[src/rtl/deser_arb_ctrl.sv]
// Two-requester round-robin front end for a byte-serial deserializer.
// Each granted word is fed MSB first, then the echoed word is checked and returned.
module deser_arb_ctrl #(
    parameter int unsigned TIMEOUT = 15
) (
    input  logic        clk,
    input  logic        rst_n,
    input  logic [1:0]  req,
    input  logic [31:0] req_word0,
    input  logic [31:0] req_word1,
    output logic [1:0]  req_ack,
    output logic        des_cin,
    output logic [7:0]  des_din,
    input  logic        des_done,
    input  logic [31:0] des_dout,
    output logic        out_valid,
    input  logic        out_ready,
    output logic [31:0] out_data,
    output logic        out_src,
    output logic        err_timeout,
    output logic        err_mismatch,
    output logic        busy
);

    localparam logic [3:0] WAIT_LIMIT = 4'(TIMEOUT);

    typedef enum logic [1:0] {
        S_IDLE,
        S_FEED,
        S_WAIT,
        S_OUT
    } state_e;

    state_e      state_q, state_d;
    logic [1:0]  byte_cnt_q, byte_cnt_d;
    logic [3:0]  wait_cnt_q, wait_cnt_d;
    logic [31:0] word_q, word_d;
    logic        src_q, src_d;
    logic        last_q, last_d;
    logic [31:0] data_q, data_d;
    logic        mismatch_q, mismatch_d;

    logic        grant_valid;
    logic        grant_idx;

    // last_q holds the previous winner; on contention the other one wins
    always_comb begin
        grant_valid = |req;
        unique case (req)
            2'b01:   grant_idx = 1'b0;
            2'b10:   grant_idx = 1'b1;
            2'b11:   grant_idx = ~last_q;
            default: grant_idx = 1'b0;
        endcase
    end

    always_comb begin
        state_d     = state_q;
        byte_cnt_d  = byte_cnt_q;
        wait_cnt_d  = wait_cnt_q;
        word_d      = word_q;
        src_d       = src_q;
        last_d      = last_q;
        data_d      = data_q;
        mismatch_d  = mismatch_q;
        req_ack     = '0;
        des_cin     = 1'b0;
        des_din     = '0;
        out_valid   = 1'b0;
        err_timeout = 1'b0;

        unique case (state_q)
            S_IDLE: begin
                if (grant_valid) begin
                    req_ack    = grant_idx ? 2'b10 : 2'b01;
                    word_d     = grant_idx ? req_word1 : req_word0;
                    src_d      = grant_idx;
                    last_d     = grant_idx;
                    byte_cnt_d = '0;
                    state_d    = S_FEED;
                end
            end
            S_FEED: begin
                des_cin = (byte_cnt_q == 2'd0);
                unique case (byte_cnt_q)
                    2'd0: des_din = word_q[31:24];
                    2'd1: des_din = word_q[23:16];
                    2'd2: des_din = word_q[15:8];
                    2'd3: des_din = word_q[7:0];
                endcase
                byte_cnt_d = byte_cnt_q + 2'd1;
                if (byte_cnt_q == 2'd3) begin
                    wait_cnt_d = '0;
                    state_d    = S_WAIT;
                end
            end
            S_WAIT: begin
                // the limit cycle itself no longer accepts des_done
                if (wait_cnt_q >= WAIT_LIMIT) begin
                    err_timeout = 1'b1;
                    state_d     = S_IDLE;
                end else if (des_done) begin
                    data_d  = des_dout;
                    state_d = S_OUT;
                    if (des_dout != word_q) begin
                        mismatch_d = 1'b1;
                    end
                end else begin
                    wait_cnt_d = wait_cnt_q + 4'd1;
                end
            end
            S_OUT: begin
                out_valid = 1'b1;
                if (out_ready) begin
                    state_d = S_IDLE;
                end
            end
        endcase

        // pulses must not escape while reset is being applied
        if (!rst_n) begin
            req_ack     = '0;
            err_timeout = 1'b0;
        end
    end

    always_ff @(posedge clk) begin
        if (!rst_n) begin
            state_q    <= S_IDLE;
            byte_cnt_q <= '0;
            wait_cnt_q <= '0;
            word_q     <= '0;
            src_q      <= 1'b0;
            last_q     <= 1'b1;
            data_q     <= '0;
            mismatch_q <= 1'b0;
        end else begin
            state_q    <= state_d;
            byte_cnt_q <= byte_cnt_d;
            wait_cnt_q <= wait_cnt_d;
            word_q     <= word_d;
            src_q      <= src_d;
            last_q     <= last_d;
            data_q     <= data_d;
            mismatch_q <= mismatch_d;
        end
    end

    assign busy         = (state_q != S_IDLE);
    assign out_data     = data_q;
    assign out_src      = src_q;
    assign err_mismatch = mismatch_q;

endmodule

[config.mk]
export PLATFORM = sky130hd
export DESIGN_NAME = deser_arb_ctrl
export DESIGN_NICKNAME = d
export VERILOG_FILES = /design/src/rtl/deser_arb_ctrl.sv
export SDC_FILE = /design/constraint.sdc
export NUM_CORES = 1
export LEC_CHECK = 0
export CAP_MARGIN = 40
export CELL_PAD_IN_SITES_DETAIL_PLACEMENT = 0
export CELL_PAD_IN_SITES_GLOBAL_PLACEMENT = 1
export CORE_ASPECT_RATIO = 0.9
export CORE_MARGIN = 3
export CORE_UTILIZATION = 31
export CTS_CLUSTER_SIZE = 10
export DETAILED_ROUTE_END_ITERATION = 8
export PLACE_DENSITY_LB_ADDON = 0.1
export SLEW_MARGIN = 20
export SYNTH_ARGS = -nofsm -noshare
export SYNTH_HDL_FRONTEND = slang
export SYNTH_SLANG_ARGS = --single-unit
export TNS_END_PERCENT = 20
[constraint.sdc]
create_clock -name clk -period 1.88 [get_ports clk]
set_input_delay 0.282 -clock clk [delete_from_list [all_inputs] [get_ports clk]]
set_output_delay 0.282 -clock clk [all_outputs]
set_load 0.01 [all_outputs]
==> results.sh <==
export IMPL_grt_pass1_wl_mm=19.9
export IMPL_finalWeightedCongestion=0.788
export IMPL_reg2reg_to="word_q[9]"
export IMPL_max_slew_margin=0.750
export IMPL_post_route_min_period_ps=1950
export IMPL_reg2reg_depth=6
export IMPL_synth_simple_area_share=0.174
export IMPL_cts_root_buf="clkbuf_16"
export IMPL_hp_start="err_mismatch"
export IMPL_synth_cells=405
export IMPL_grt_remaining_overflow=0
export IMPL_synth_fp_nets=512
export IMPL_numCtsBuffers=9
export IMPL_cts_max_level=3
export IMPL_wl_mm=12.9
export IMPL_cts_sinks=75
export IMPL_setup_slack_ps=-71.1
export IMPL_synth_largest_area_cell="dfxtp_1"
export IMPL_seq_area_frac_synth=0.422
export IMPL_critical_path_class="flop to output port"
export IMPL_hold_end="err_mismatch"
export IMPL_grt_usage=0.201
export IMPL_dp_hpwl_mm=9.97
export IMPL_synth_area_sq_um=3560
export IMPL_whs_path_depth=2
export IMPL_drv_cap=0
export IMPL_vias_per_cell=4.90
export IMPL_power_density_nw_per_um2=840
export IMPL_r2r_start="last_q"
export IMPL_rows=36
export IMPL_cp_max_fo=8
export IMPL_pre_cts_slack_ps=-224
export IMPL_synth_area_leaders="dfxtp_1 42%, a222oi_1 10%, xor2_1 8.1%"
export IMPL_post_route_period_util=1.04
export IMPL_timing_critical_path_mode_cell="nor2_1"
export IMPL_die_w_um=119
export IMPL_fp_dieArea_sq_um=12800
export IMPL_nFillCells=1089
export IMPL_cts_hold_buf=0
export IMPL_slowest_delay_ps=390
export IMPL_rsz0062_at_grt="yes"
export IMPL_whs_ps=450
export IMPL_r2r_slack_ps=250
export IMPL_seq_area_sq_um=1510
export IMPL_cp_slowest_cell="dfxtp_4"
export IMPL_synth_cell_types=35
export IMPL_fmax_mhz=513
export IMPL_syn_area_per_cell_sq_um=8.78
export IMPL_finalClockSkew_ps=7.98
export IMPL_firstDrtPassIters=7
export IMPL_clockBufferDepth=2
export IMPL_synth_top_cell_area_share=0.422
export IMPL_tightest_slew_ps=371
export IMPL_path_clk_slew_ps=60
export IMPL_crit_buf_inv=2
export IMPL_detail_route_antenna_nets=0
export IMPL_outcome="finished with violations"
export IMPL_synthAdderAreaFrac=0.0176
export IMPL_core_sq_um=11000
export IMPL_critical_path_required_ps=1600
export IMPL_setup_viol=6
export IMPL_wl_per_cell_um=17.8
export IMPL_ir_worst_vdd_v=0.000387
export IMPL_power_leakage_uw=0.00231
export IMPL_crit_family="compound AO/OA/AOI/OAI gates"
export IMPL_die_y_um=108
export IMPL_end_kind="output port"
export IMPL_cp_cell_sequence="inv_4 > ha_4 > a222oi_1 > nor2_1 > a21oi_1 > nor2_1 > buf_2"
export IMPL_violations="setup timing"
export IMPL_synth_top_family_by_area="compound AO/OA/AOI/OAI gates"
export IMPL_grt_pass1_vias=3549
export IMPL_grt_max_degree=27
export IMPL_io_buffers=149
export IMPL_hold_viol=0
export IMPL_synth_xor_xnor_area_share=0.0837
export IMPL_antenna_cells=0
export IMPL_drcViolationCount=0
export IMPL_start_util=0.324
export IMPL_drt_iter0_drc=319
export IMPL_vias=3549
export IMPL_final_layout_size_suffix_gt1_frac=0.126
export IMPL_synth_seq_cells=75
export IMPL_slew_violations=0
export IMPL_clock_latency_ps=330
export IMPL_grt_antenna_before_repair=0
export IMPL_multi_input_area_sq_um=1820
export IMPL_syn_to_final_growth_pct=59.9
export IMPL_min_delay_path_class="flop to flop"
export IMPL_yosys_warnings=0
export IMPL_yosys_mux_area_fraction=0.00281
export IMPL_critPathLaunchType="flop"
export IMPL_crit_arrival_ps=1670
export IMPL_cts_tree="built"
export IMPL_io_pins=150
export IMPL_nNetsFinal=674
export IMPL_synth_compound_area_share=0.223
[metal layers]
metal  GRT usage  vias to the layer above  wire (um)
li1            -                     1745          -
met1       0.272                     1652       5870
met2       0.319                      144       5800
met3      0.0573                        8       1100
met4      0.0422                        0         82
met5           0                        -          0
[flip-flops by register name, indices dropped and copies added (netlist names)]
| register | flops |
|---|---|
| word_q | 32 |
| err_mismatch | 1 |
| out_data | 32 |
| last_q | 1 |
| state_q | 2 |
| out_src | 1 |
| byte_cnt_q | 2 |
| wait_cnt_q | 4 |
[cell families (layout without fill, tap and decap cells)]
logic type,count (synthesis),count (layout)
xor+xnor,34,34
compound gates,97,97
mux,1,1
buf+inv,58,225
fa+ha+maj,5,5
flops,75,75
simple gates,135,135
[cell usage after synthesis]
cell type,number
nor2_4,1
o21ai_2,1
xor2_1,33
nor2_1,23
buf_1,2
and3b_1,1
xnor2_1,1
a31oi_1,1
inv_1,27
a22o_1,6
nand4_1,2
nor2b_1,9
nand3_1,4
buf_2,9
nand2_1,71
and2_1,5
or3_1,1
and2_4,1
o21ai_0,5
mux2i_1,1
a21o_1,1
clkbuf_1,14
buf_6,6
a222oi_1,37
nand2b_1,5
and3_4,1
and3_1,2
nor4_1,8
nor3_1,1
a21oi_1,11
a21boi_0,33
ha_1,5
a31oi_2,1
o211ai_1,1
dfxtp_1,75
[final cells by class]
class / count / share of cell area
clock inverter: 7 / 0.0174
multi-input combinational: 272 / 0.320
tap: 152 / 0.0334
sequential: 75 / 0.266
inverter: 27 / 0.0183
clock buffer: 9 / 0.0396
timing repair buffer: 182 / 0.305
[how the worst max path moves through the flow]
stage                              from          to  slack (ps)  cells after the start
after floorplan           byte_cnt_q[0]  des_din[0]         290                      6
after global placement    byte_cnt_q[0]  des_din[3]        -190                      7
after detailed placement  byte_cnt_q[0]  des_din[6]        -220                      7
after CTS                 byte_cnt_q[1]  des_din[4]        -120                      6
after global routing      byte_cnt_q[0]  des_din[3]        -150                      7
final                     byte_cnt_q[0]  des_din[6]         -70                      7
[power breakdown]
part,switching [uW],internal [uW]
sequential,143,1720
combinational,474,583
clock,685,1170
total,1300,3480
[stage by stage]
step                      total power, uW  TNS (ps)  cells  area [sq um]   util
after global routing                 5000     -1010    724          5690  0.518
after floorplan                      2340         0    405          3560      -
after global placement               2950     -3420    707          5340  0.486
after detailed placement             2950     -4510    707          5340  0.486
final                                4780      -185    724          5690  0.518
after CTS                            4830      -694    724          5710  0.519
[what timing repair did]
item | in CTS | in global routing
pin swaps | 12 | 11
resized for setup | 47 | 7
buffers inserted | 1 | 0
cloned | 0 | 0
endpoints found under the setup margin | 12 | 10
[layout by cell type (no fill, tap or decap), drive strengths merged, types with 2 or more instances in the layout]
| cell type | n |
|---|---|
| clkdlybuf4s50 | 137 |
| dfxtp | 75 |
| nand2 | 71 |
| buf | 41 |
| a222oi | 37 |
| a21boi | 33 |
| xor2 | 33 |
| inv | 29 |
| nor2 | 24 |
| a21oi | 11 |
| clkbuf | 9 |
| nor2b | 9 |
| nor4 | 8 |
| a22o | 6 |
| and2 | 6 |
| o21ai | 6 |
| nand2b | 5 |
| ha | 5 |
| nand3 | 4 |
| dlygate4sd2 | 3 |
| and3 | 3 |
| nand4 | 2 |
| bufinv | 2 |
| a31oi | 2 |
| clkinv | 2 |
[worst reg2reg max path: stages (launching register included)]
cell and delay [ps]:
dfxtp_1 320, nand2b_1 140, and3_1 180, and2_4 170
buf_4 220, a222oi_1 390, inv_1 90
(Power assumes the default switching activity.)
